$ cat src/rtl/ro_pkg.sv
// ----------------------------------------------------------------------------
// ro_pkg
//   Shared types and helpers for the ring-oscillator edge counter.
//   - CNT_W_DEF      : default accumulator / result width
//   - ro_cnt_state_t : window state (discarding first partial window, counting)
//   - sat_inc        : add a single edge to an accumulator, clamping at the
//                      all-ones value of a cnt_w-bit counter
// ----------------------------------------------------------------------------
package ro_pkg;

   localparam int CNT_W_DEF = 32;

   typedef enum logic {
      WAIT_FIRST = 1'b0,   // partial window after reset, edges ignored
      COUNT      = 1'b1    // accumulating edges of a full window
   } ro_cnt_state_t;

   // Saturating increment on a counter of cnt_w bits (cnt_w <= 64). Operands
   // travel as 64-bit values so one helper serves every instance width; the
   // caller zero-extends its accumulator and truncates the result back.
   function automatic logic [63:0] sat_inc(input logic [63:0] acc,
                                           input logic        inc,
                                           input int          cnt_w);
      logic [63:0] max_val;
      max_val = (cnt_w >= 64) ? '1 : ((64'd1 << cnt_w) - 64'd1);
      if (inc && (acc != max_val)) begin
         return acc + 64'd1;
      end
      return acc;
   endfunction

endpackage : ro_pkg

$ cat src/rtl/sync_edge_det.sv
// ----------------------------------------------------------------------------
// sync_edge_det
//   Brings an asynchronous level into the clk domain through a flop chain and
//   produces a registered one-cycle pulse on each synchronized rising edge.
//   A rise on async_in shows up on edge_pulse SYNC_STAGES+1 clocks later.
//
//   Ports
//     clk        in  system clock
//     rst        in  asynchronous reset, active-high
//     async_in   in  level from another clock domain (ring oscillator)
//     edge_pulse out one-cycle pulse per synchronized rising edge
// ----------------------------------------------------------------------------
module sync_edge_det #(
   parameter int SYNC_STAGES = 2
) (
   input  logic clk,
   input  logic rst,
   input  logic async_in,
   output logic edge_pulse
);

   logic [SYNC_STAGES-1:0] sync_q;
   logic                   prev_q;
   logic                   sync_out;

   assign sync_out = sync_q[SYNC_STAGES-1];

   // NOTE: sequential state is written with non-blocking assignments so every
   // flop samples the pre-edge value of its neighbour; blocking here would
   // collapse the synchronizer chain into a single stage.
   always_ff @(posedge clk or posedge rst) begin
      if (rst) begin
         sync_q     <= '0;
         prev_q     <= 1'b0;
         edge_pulse <= 1'b0;
      end else begin
         sync_q     <= {sync_q[SYNC_STAGES-2:0], async_in};
         prev_q     <= sync_out;
         edge_pulse <= sync_out & ~prev_q;
      end
   end

endmodule : sync_edge_det

$ cat src/rtl/ro_edge_counter.sv
// ----------------------------------------------------------------------------
// ro_edge_counter
//   Counts rising edges of a free-running ring oscillator over measurement
//   windows delimited by the window_done strobe. Each closed window's count is
//   latched into an output register and offered with a valid/ready handshake.
//   The partial window between reset and the first strobe is discarded.
//   A window closing while the previous result is still unaccepted is dropped
//   and flagged with drop_pulse. ro_in must stay below clk/2 after sync.
//
//   Ports
//     clk          in   system clock
//     rst          in   asynchronous reset, active-high
//     ro_in        in   raw ring-oscillator output, asynchronous to clk
//     window_done  in   one-cycle strobe closing the current window
//     cnt_data     out  edge count of the last captured window
//     cnt_sat      out  captured window saturated at 2^CNT_W-1
//     cnt_valid    out  cnt_data/cnt_sat valid; held until accepted
//     cnt_ready    in   consumer accepts when cnt_valid && cnt_ready
//     drop_pulse   out  one cycle: window closed while result unaccepted
// ----------------------------------------------------------------------------
module ro_edge_counter
   import ro_pkg::*;
#(
   parameter int CNT_W       = CNT_W_DEF,
   parameter int SYNC_STAGES = 2
) (
   input  logic             clk,
   input  logic             rst,
   input  logic             ro_in,
   input  logic             window_done,
   output logic [CNT_W-1:0] cnt_data,
   output logic             cnt_sat,
   output logic             cnt_valid,
   input  logic             cnt_ready,
   output logic             drop_pulse
);

   ro_cnt_state_t    state, state_nxt;
   logic [CNT_W-1:0] acc, acc_nxt;
   logic             sat_r, sat_nxt;
   logic [CNT_W-1:0] data_nxt;
   logic             csat_nxt;
   logic             valid_nxt;
   logic             drop_nxt;

   logic             edge_pulse;
   logic [CNT_W-1:0] acc_sum;
   logic             sat_hit;
   logic             can_load;

   sync_edge_det #(
      .SYNC_STAGES (SYNC_STAGES)
   ) u_sync_edge_det (
      .clk        (clk),
      .rst        (rst),
      .async_in   (ro_in),
      .edge_pulse (edge_pulse)
   );

   // Accumulator including this cycle's edge: an edge arriving together with
   // window_done belongs to the window being closed.
   assign acc_sum  = CNT_W'(sat_inc(64'(acc), edge_pulse, CNT_W));
   assign sat_hit  = edge_pulse && (acc == '1);
   // The output register is free if empty or being drained this very cycle.
   assign can_load = !cnt_valid || cnt_ready;

   // ---------------------------------------------------------------- state
   always_ff @(posedge clk or posedge rst) begin
      if (rst) begin
         state <= WAIT_FIRST;
      end else begin
         state <= state_nxt;
      end
   end

   // ------------------------------------------------- next state / datapath
   always_comb begin
      // NOTE: every signal driven here gets a default first, so no path
      // through the case leaves one unassigned and no latch is inferred.
      state_nxt = state;
      acc_nxt   = acc;
      sat_nxt   = sat_r;
      data_nxt  = cnt_data;
      csat_nxt  = cnt_sat;
      valid_nxt = cnt_valid && !cnt_ready;
      drop_nxt  = 1'b0;

      case (state)
         WAIT_FIRST: begin
            acc_nxt = '0;
            sat_nxt = 1'b0;
            if (window_done) begin
               state_nxt = COUNT;
            end
         end

         COUNT: begin
            if (window_done) begin
               acc_nxt = '0;
               sat_nxt = 1'b0;
               if (can_load) begin
                  data_nxt  = acc_sum;
                  csat_nxt  = sat_r | sat_hit;
                  valid_nxt = 1'b1;
               end else begin
                  // Held result has priority; the new count is discarded.
                  valid_nxt = 1'b1;
                  drop_nxt  = 1'b1;
               end
            end else begin
               acc_nxt = acc_sum;
               sat_nxt = sat_r | sat_hit;
            end
         end

         default: begin
            state_nxt = WAIT_FIRST;
            acc_nxt   = '0;
            sat_nxt   = 1'b0;
         end
      endcase
   end

   // ------------------------------------------- accumulator and output regs
   always_ff @(posedge clk or posedge rst) begin
      if (rst) begin
         acc        <= '0;
         sat_r      <= 1'b0;
         cnt_data   <= '0;
         cnt_sat    <= 1'b0;
         cnt_valid  <= 1'b0;
         drop_pulse <= 1'b0;
      end else begin
         acc        <= acc_nxt;
         sat_r      <= sat_nxt;
         cnt_data   <= data_nxt;
         cnt_sat    <= csat_nxt;
         cnt_valid  <= valid_nxt;
         drop_pulse <= drop_nxt;
      end
   end

endmodule : ro_edge_counter
$ cat config.mk
export PLATFORM = sky130hd
export DESIGN_NAME = ro_edge_counter
export DESIGN_NICKNAME = d
export VERILOG_FILES = /design/src/rtl/ro_pkg.sv /design/src/rtl/sync_edge_det.sv /design/src/rtl/ro_edge_counter.sv
export SDC_FILE = /design/constraint.sdc
export NUM_CORES = 1
export LEC_CHECK = 0
export BUFFER_PORTS_ARGS = -buffer_cell sky130_fd_sc_hd__buf_2
export CAP_MARGIN = 20
export CORE_AREA = 2 2 77 98
export CTS_CLUSTER_DIAMETER = 60
export DETAILED_ROUTE_END_ITERATION = 8
export DIE_AREA = 0 0 79 100
export PLACE_DENSITY = 0.69
export SYNTH_ARGS = -nofsm -noshare
export SYNTH_HDL_FRONTEND = slang
export SYNTH_SLANG_ARGS = --single-unit
$ cat constraint.sdc
create_clock -name clk -period 2.5 [get_ports clk]
set_clock_uncertainty 0.05 [all_clocks]
set_input_delay 0.375 -clock clk [delete_from_list [all_inputs] [get_ports clk]]
set_output_delay 0.375 -clock clk [all_outputs]
set_load 0.02 [all_outputs]
==> results of run 1 <==
[stage by stage]
| step | hold slack, ns | cell area [um2] | util | power (mW) | setup slack (ns) |
|---|---|---|---|---|---|
| after floorplan | 0.281 | 3410 | - | 1.35 | 0.222 |
| after global placement | 0.288 | 3700 | 0.522 | 1.40 | 0.391 |
| after detailed placement | 0.285 | 3700 | 0.522 | 1.41 | 0.300 |
| after CTS | 0.0390 | 3930 | 0.554 | 2.46 | 0.285 |
| after global routing | 0.0642 | 3930 | 0.554 | 2.53 | 0.114 |
| final | 0.0254 | 3930 | 0.554 | 2.43 | 0.275 |
[layout make-up]
cell class | instances | area, um2
fill | 657 | 3170
sequential | 73 | 1830
multi-input combinational | 233 | 1470
timing repair buffer | 48 | 275
clock buffer | 11 | 151
tap | 92 | 115
clock inverter | 5 | 77.6
inverter | 4 | 15.0
[path summary, 6_finish.rpt]
| path | startpoint | end | slack (ns) | cells past startpoint |
|---|---|---|---|---|
| setup / recovery | acc[0] | cnt_data[3] | 0.28 | 6 |
| hold / removal | rst | u_sync_edge_det.sync_q[1] | 0.03 | 2 |
| setup reg to reg | acc[0] | cnt_data[3] | 0.28 | 6 |
| hold reg to reg | u_sync_edge_det.sync_q[0] | u_sync_edge_det.sync_q[1] | 0.30 | 0 |
| max in group asynchronous | rst | acc[16] | 1.71 | 3 |
| min in group clk | ro_in | u_sync_edge_det.sync_q[0] | 0.08 | 1 |
[cells in the mapped netlist (all sizes together)]
cell type / count / share of area
xnor2: 20 / 0.051
and4: 3 / 0.0077
a311oi: 6 / 0.015
nor2: 36 / 0.040
o21ai: 32 / 0.048
nor4: 3 / 0.019
dfrtp: 73 / 0.54
clkbuf: 12 / 0.013
a2111oi: 4 / 0.022
ha: 1 / 0.0037
or2: 1 / 0.0018
or4: 3 / 0.0077
mux2i: 2 / 0.0059
or3: 5 / 0.011
inv: 4 / 0.0044
a21oi: 10 / 0.015
or3b: 1 / 0.0026
a211oi: 3 / 0.0066
and3: 8 / 0.016
nor2b: 2 / 0.0037
nand4b: 1 / 0.0026
nand2: 45 / 0.050
xor2: 1 / 0.0026
nor4b: 1 / 0.0070
nor3: 2 / 0.0044
nand3: 5 / 0.0073
a311o: 2 / 0.0059
nand2b: 4 / 0.0095
a31oi: 14 / 0.026
o31ai: 2 / 0.0044
buf: 9 / 0.016
nand4: 16 / 0.036
[sequential cells by signal, summed over array words and instances (netlist names)]
name	cells
cnt_data	32
acc	32
cnt_sat	1
cnt_valid	1
u_sync_edge_det.prev_q	1
u_sync_edge_det.edge_pulse	1
drop_pulse	1
sat_r	1
state	1
u_sync_edge_det.sync_q	2
[routing by layer]
layer,GRT usage,up-vias
met5,0,-
met4,0.0756,0
met3,0.0387,10
met2,0.316,44
met1,0.275,1253
li1,-,1257
[worst reg2reg max path: stages, from the launching register on]
cell	delay [ns]
dfrtp_1	0.42
ha_1	0.23
nand3_1	0.08
nor2_1	0.64
and3_1	0.39
o21ai_0	0.16
a31oi_1	0.18
[cell usage in the layout (no fill, tap or decap), drive strengths merged, types with 2 or more instances in the layout]
master	instances
a2111oi	4
a211oi	3
a21oi	10
a311o	2
a311oi	6
a31oi	14
and3	8
and4	3
buf	48
bufinv	2
clkbuf	11
clkinv	2
dfrtp	73
inv	4
mux2i	2
nand2	45
nand2b	4
nand3	5
nand4	16
nor2	36
nor2b	2
nor3	2
nor4	3
o21ai	32
o31ai	2
or3	5
or4	3
xnor2	20
[power breakdown]
group	internal [mW]	switching, mW	total, mW
Clock	0.613	0.435	1.05
Combinational	0.0445	0.109	0.153
Sequential	1.21	0.0160	1.23
Total	1.87	0.560	2.43
[logic make-up after synthesis]
group	count (synthesis)	synth area share
AND/OR/NAND/NOR	136	0.225
multiplexers	2	0.00587
AO/OA/AOI/OAI	73	0.142
adder cells (fa/ha/maj)	1	0.00367
buffers and inverters	25	0.0334
XOR/XNOR	21	0.0540
flip-flops	73	0.536
==> flow_summary_export.csv, run 1 <==
group,metric,value,unit
run_status,status,"finished, final reports clean",
worst_setup_path,crit_family,"simple AND/OR/NAND/NOR gates",
flow_run,cap_violations,0,
routing,drtAntennaViolNets,0,
grt,grt_pass1_wl,12500,um
synth,synthCells,331,
floorplan,top_level_ports,40,
clock_network,cts_setup_buffers,0,
clock_network,cts.sinks,73,
routing,dr_wl_met2,3480,um
worst_setup_path,required,2.72,ns
worst_setup_path,path_buf_inv,0,
timing,slew_headroom,0.449,
clock_network,clock_latency,0.35,ns
synth,syn_nets,337,
place,placed_cells,450,
timing,fmax,0.450,GHz
floorplan,fp.dieH,100,um
synth,netlist_area,3410,um2
place,dp_hpwl,4810,um
timing,tightestPinTransition,0.823,ns
timing,fin_crit_sh,0.890,
synth,synth.distinct_cells,46,
finish,final_cell_count_no_fill,466,
finish,fin_nets,375,
timing,finalSetupViolCount,0,
finish,antenna_cells,0,
place,port_buffers,39,
clock_network,cts_max_level,3,
place,globalplace.congestion,0.870,
grt,grt_usage,0.200,
timing,final_hold_viol_count,0,
clock_network,cts_hold_buf,0,
timing,post-route-min-period,2.22,ns
floorplan,die_x,79,um
routing,initialDrtViolationCount,179,
worst_setup_path,worstSetupPathType,"reg -> reg",
worst_setup_path,worst-path-max-fanout,13,
routing,wire_per_inst,14.9,um
routing,drc,0,
clock_network,root_buffer,"clkbuf_8",
timing,fin_setup_tns,0,ns
power,vdd_drop_max,0.441,mV
worst_setup_path,slowest_stage,"nor2_1",
clock_network,cts_tree,"done",
synth,avgSynthCellArea,10.3,um2
power,power_density,618,nW/um2
synth,yosysSeqAreaShare,0.536,
timing,rsz0062_at_grt,"false",
worst_setup_path,critPathLaunchType,"flip-flop",
timing,drv_slew,0,
routing,wirelength,6960,um
clock_network,clk_pin_slew_worst_paths,0.08,ns
worst_setup_path,path_cells,"ha_1, nand3_1, nor2_1, and3_1, o21ai_0, a31oi_1",
routing,dr_wl_met3,177,um
synth,yosys_warnings,0,
floorplan,core_area,7090,um2
clock_network,clockBufferDepth,2,
grt,first_global_vias,2561,
worst_setup_path,arrival,2.44,ns
worst_setup_path,endpoint_kind,"flip-flop",
worst_setup_path,critPathMaxStageDelay,0.64,ns
routing,drt-met1-wl,3190,um
floorplan,fp.dieArea,7900,um2
grt,grt_antenna_before_repair,0,
routing,route.vias.total,2564,
clock_network,cts-resized-gates,0,
synth,synth-seq-cells,73,
power,p_leak,1.72,nW
finish,syn2layout_area_growth,15.3,%
min_path,min_path_type,"in -> async",
routing,maxUsedRoutingLayer,"met4",
floorplan,initial_core_util,0.480,
finish,drive_gt1_frac,0.214,
clock_network,cts-buffers-inserted,9,
floorplan,rows,35,
routing,drt_first_pass_iters,4,
grt,gr-total-overflow,0,
routing,via_per_inst,5.50,
grt,grt_max_degree,49,
Note: power is estimated with default switching activity, not from simulation.
==> inputs of run 2 (changes only) <==
- CORE_AREA: 2 2 77 98 -> 2 2 86 88
- DIE_AREA: 0 0 79 100 -> 0 0 88 90
==> flow_summary_export.csv, run 2 (synthesis results as in run 1) <==
group,metric,value,unit
run_status,status,"finished, final reports clean",
worst_setup_path,critPathLaunchType,"flip-flop",
routing,wire_per_inst,14.8,um
clock_network,cts-buffers-inserted,9,
flow_run,cap_violations,0,
timing,fin_setup_tns,0,ns
grt,grt_usage,0.196,
worst_setup_path,slowest_stage,"a311oi_1",
clock_network,clock_latency,0.34,ns
clock_network,cts-resized-gates,0,
place,dp_hpwl,4760,um
grt,grt_pass1_wl,11900,um
routing,wirelength,6990,um
timing,drv_slew,0,
power,vdd_drop_max,0.296,mV
finish,layout_commonest_cell,"dfrtp_1",
floorplan,rows,31,
timing,rsz0062_at_grt,"false",
grt,gr-total-overflow,0,
worst_setup_path,endpoint_kind,"flip-flop",
clock_network,cts_hold_buf,0,
power,power_density,599,nW/um2
clock_network,root_buffer,"clkbuf_8",
finish,final_cell_mix,"73 x dfrtp_1, 45 x nand2_1, 39 x buf_2, 36 x nor2_1, 27 x o21ai_0",
finish,largest_registers,"acc (32), cnt_data (32), u_sync_edge_det.sync_q (2)",
floorplan,fp.dieH,90,um
place,port_buffers,39,
routing,drtAntennaViolNets,0,
timing,fmax,0.456,GHz
routing,drc,0,
grt,grt_max_degree,49,
grt,grt_antenna_before_repair,0,
floorplan,initial_core_util,0.485,
worst_setup_path,critPathMaxStageDelay,0.44,ns
min_path,min_path_type,"in -> async",
worst_setup_path,path_cells,"and3_4, nor4b_4, buf_4, a311oi_1, or3b_1, a31oi_1",
routing,initialDrtViolationCount,142,
timing,hold_slack,0.0629,ns
timing,post-route-min-period,2.19,ns
routing,drt_first_pass_iters,5,
finish,antenna_cells,0,
worst_setup_path,arrival,2.40,ns
routing,via_per_inst,5.34,
worst_setup_path,worst-path-max-fanout,24,
timing,finalSetupViolCount,0,
worst_setup_path,required,2.71,ns
timing,tightestPinTransition,0.798,ns
clock_network,cts_tree,"done",
floorplan,die_x,88,um
finish,fin_nets,374,
floorplan,core_area,7020,um2
routing,route.vias.total,2522,
finish,drive_gt1_frac,0.206,
clock_network,clockBufferDepth,2,
floorplan,fp.dieArea,7920,um2
clock_network,cts.sinks,73,
floorplan,top_level_ports,40,
timing,final_hold_viol_count,0,
power,p_leak,1.71,nW
grt,first_global_vias,2434,
clock_network,cts_max_level,3,
timing,slew_headroom,0.466,
power,power.total,2.34,mW
finish,syn2layout_area_growth,14.7,%
timing,fin_crit_sh,0.876,
clock_network,clk_pin_slew_worst_paths,0.07,ns
worst_setup_path,worstSetupPathType,"reg -> reg",
clock_network,cts_setup_buffers,0,
place,globalplace.congestion,0.877,
[run 2: cell count changes in the layout (fill, tap and decap cells not counted)]
cell	before	now
clkbuf_1	0	2
buf_4	8	7
bufinv_16	2	1
clkbuf_8	11	12
clkinv_2	2	1
clkinvlp_4	1	0
[run 2: final timing paths]
kind	start	to	slack, ns	cells past startpoint
hold / removal	rst	u_sync_edge_det.sync_q[0]	0.06	2
hold reg to reg	u_sync_edge_det.sync_q[0]	u_sync_edge_det.sync_q[1]	0.30	0
max in group asynchronous	rst	cnt_data[6]	1.66	3
setup reg to reg	acc[24]	cnt_data[23]	0.31	6
setup / recovery	acc[24]	cnt_data[23]	0.31	6
min in group clk	ro_in	u_sync_edge_det.sync_q[0]	0.09	1
[run 2: worst max-delay path, delay by kind of cell (launching register included)]
kind / cells / cell delay [ns]
AOI/OAI and AO/OA: 2 / 0.61
buffers and inverters: 1 / 0.23
DFF: 1 / 0.43
and+or+nand+nor: 3 / 0.78
[run 2: final cells by class]
cell class | count | area [um2]
timing repair buffer | 47 | 268
clock inverter | 2 | 35.0
sequential | 73 | 1830
multi-input combinational | 233 | 1470
fill | 630 | 3110
clock buffer | 14 | 173
tap | 99 | 124
inverter | 4 | 15.0
[run 2: per-stage QoR]
stage          setup WS [ns]  instance area, um2  utilization  cells
6_report               0.309                3910        0.557    472
5_1_grt                0.111                3910        0.557    472
4_1_cts                0.318                3910        0.557    472
3_5_place_dp           0.345                3700        0.527    456
3_3_place_gp           0.339                3700        0.527    456
2_1_floorplan          0.222                3410            -    331
[run 2: power by group]
group	leakage (nW)	internal (mW)	switching (mW)	total (mW)
clock network	0.107	0.543	0.413	0.956
logic	0.615	0.0453	0.111	0.157
registers	0.985	1.21	0.0168	1.23
[run 2: layer usage]
layer  up-vias  GRT usage  part of all wire
met3         9     0.0450             0.052
met1      1212      0.277              0.47
met2        47      0.285              0.46
met5         -          0                 0
met4         0     0.0910             0.015
li1       1254          -                 -
==> inputs of run 3 (changes only) <==
- RECOVER_POWER: not set -> 25
==> flow_summary_export.csv, run 3 (synthesis results as in run 1) <==
group,metric,value,unit
place,placed_cells,456,
timing,hold_slack,0.0899,ns
clock_network,cts_setup_buffers,0,
timing,setup_slack,0.314,ns
worst_setup_path,critPathLaunchType,"flip-flop",
timing,fin_crit_sh,0.874,
place,dp_hpwl,4760,um
clock_network,cts_max_level,3,
power,p_leak,1.70,nW
routing,drc,0,
grt,grt_usage,0.196,
worst_setup_path,rr_startpoint,"acc[24]",
finish,drive_gt1_frac,0.204,
finish,nFillCells,632,
floorplan,rows,31,
finish,layout_commonest_cell,"dfrtp_1",
timing,finalSetupViolCount,0,
timing,fmax,0.457,GHz
floorplan,fp.dieArea,7920,um2
clock_network,clock_latency,0.34,ns
clock_network,cts_hold_buf,0,
grt,gr-total-overflow,0,
timing,slew_headroom,0.292,
grt,grt_max_degree,49,
power,vdd_drop_max,0.296,mV
routing,initialDrtViolationCount,117,
flow_run,cap_violations,0,
finish,fin_nets,374,
timing,tightestPinTransition,1.06,ns
place,globalplace.congestion,0.877,
worst_setup_path,r2r_setup_slack,0.31,ns
finish,seq_area,1830,um2
grt,first_global_vias,2434,
grt,grt_antenna_before_repair,0,
finish,multi_input_area,1470,um2
worst_setup_path,worst-path-max-fanout,24,
power,power.total,2.33,mW
clock_network,cts_tree,"done",
timing,drv_slew,0,
worst_setup_path,worstSetupPathType,"reg -> reg",
timing,rsz0062_at_grt,"false",
finish,antenna_cells,0,
routing,wire_per_inst,14.8,um
clock_network,clockBufferDepth,2,
finish,final_cell_mix,"73 x dfrtp_1, 45 x nand2_1, 39 x buf_2, 36 x nor2_1, 27 x o21ai_0",
routing,via_per_inst,5.34,
run_status,status,"finished, final reports clean",
finish,syn2layout_area_growth,14.2,%
floorplan,fp.dieH,90,um
floorplan,initial_core_util,0.485,
clock_network,cts-buffers-inserted,9,
worst_setup_path,required,2.71,ns
worst_setup_path,reg2reg_to,"cnt_data[23]",
routing,route.vias.total,2519,
worst_setup_path,arrival,2.39,ns
place,placed_area,3700,um2
grt,grt_pass1_wl,11900,um
finish,final_cell_count_no_fill,472,
timing,fin_setup_tns,0,ns
worst_setup_path,startpoint,"acc[24]",
floorplan,top_level_ports,40,
clock_network,root_buffer,"clkbuf_8",
routing,wirelength,6980,um
worst_setup_path,crit_end,"cnt_data[23]",
finish,largest_registers,"acc (32), cnt_data (32), u_sync_edge_det.sync_q (2)",
worst_setup_path,endpoint_kind,"flip-flop",
routing,drt_first_pass_iters,4,
routing,drtAntennaViolNets,0,
min_path,min_path_type,"in -> reg",
finish,final_core_util,0.555,
worst_setup_path,reg2regPathDepth,6,
place,pre_cts_slack,0.345,ns
finish,fin_area,3890,um2
clock_network,cts-resized-gates,0,
floorplan,die_x,88,um
timing,final_hold_viol_count,0,
floorplan,core_area,7020,um2
clock_network,clk_pin_slew_worst_paths,0.07,ns
clock_network,cts.sinks,73,
timing,post-route-min-period,2.19,ns
min_path,whs_path_depth,1,
power,power_density,600,nW/um2
place,port_buffers,39,
[run 3: cell types whose count changed in the layout (fill, tap and decap cells not counted), sizes merged]
cell,before,now
buf,47,46
clkbuf,14,15
[run 3: cell type report]
class	instances	share of cell area
Sequential cell	73	0.469
Clock inverter	2	0.00900
Inverter	4	0.00386
Tap cell	99	0.0318
Clock buffer	14	0.0443
Multi-Input combinational cell	233	0.377
Timing Repair Buffer	47	0.0649
[run 3: layer usage]
layer	routed length, um	track usage	up-vias
met4	83	0.0910	0
met1	3280	0.277	1205
met3	380	0.0450	7
met5	0	0	-
met2	3240	0.285	56
li1	-	-	1251
[run 3: worst min path at each step]
| stage | end | slack, ns | from |
|---|---|---|---|
| final | u_sync_edge_det.sync_q[0] | 0.09 | ro_in |
| after global routing | u_sync_edge_det.sync_q[0] | 0.06 | ro_in |
| after CTS | u_sync_edge_det.sync_q[0] | 0.07 | ro_in |
| after detailed placement | u_sync_edge_det.sync_q[1] | 0.29 | u_sync_edge_det.sync_q[0] |
| after global placement | u_sync_edge_det.sync_q[1] | 0.28 | u_sync_edge_det.sync_q[0] |
| after floorplan | u_sync_edge_det.sync_q[1] | 0.28 | u_sync_edge_det.sync_q[0] |
[run 3: critical path, stage by stage, from the launching register on]
cell and delay, ns:
dfrtp_1 0.43, and3_4 0.23, nor4b_4 0.13, buf_4 0.23
a311oi_1 0.44, or3b_1 0.42, a31oi_1 0.17
[run 3: report_power, final]
part	internal [mW]	switching, mW	total (mW)
registers	1.21	0.0167	1.23
clock network	0.543	0.411	0.954
logic	0.0425	0.111	0.153
total	1.80	0.539	2.33
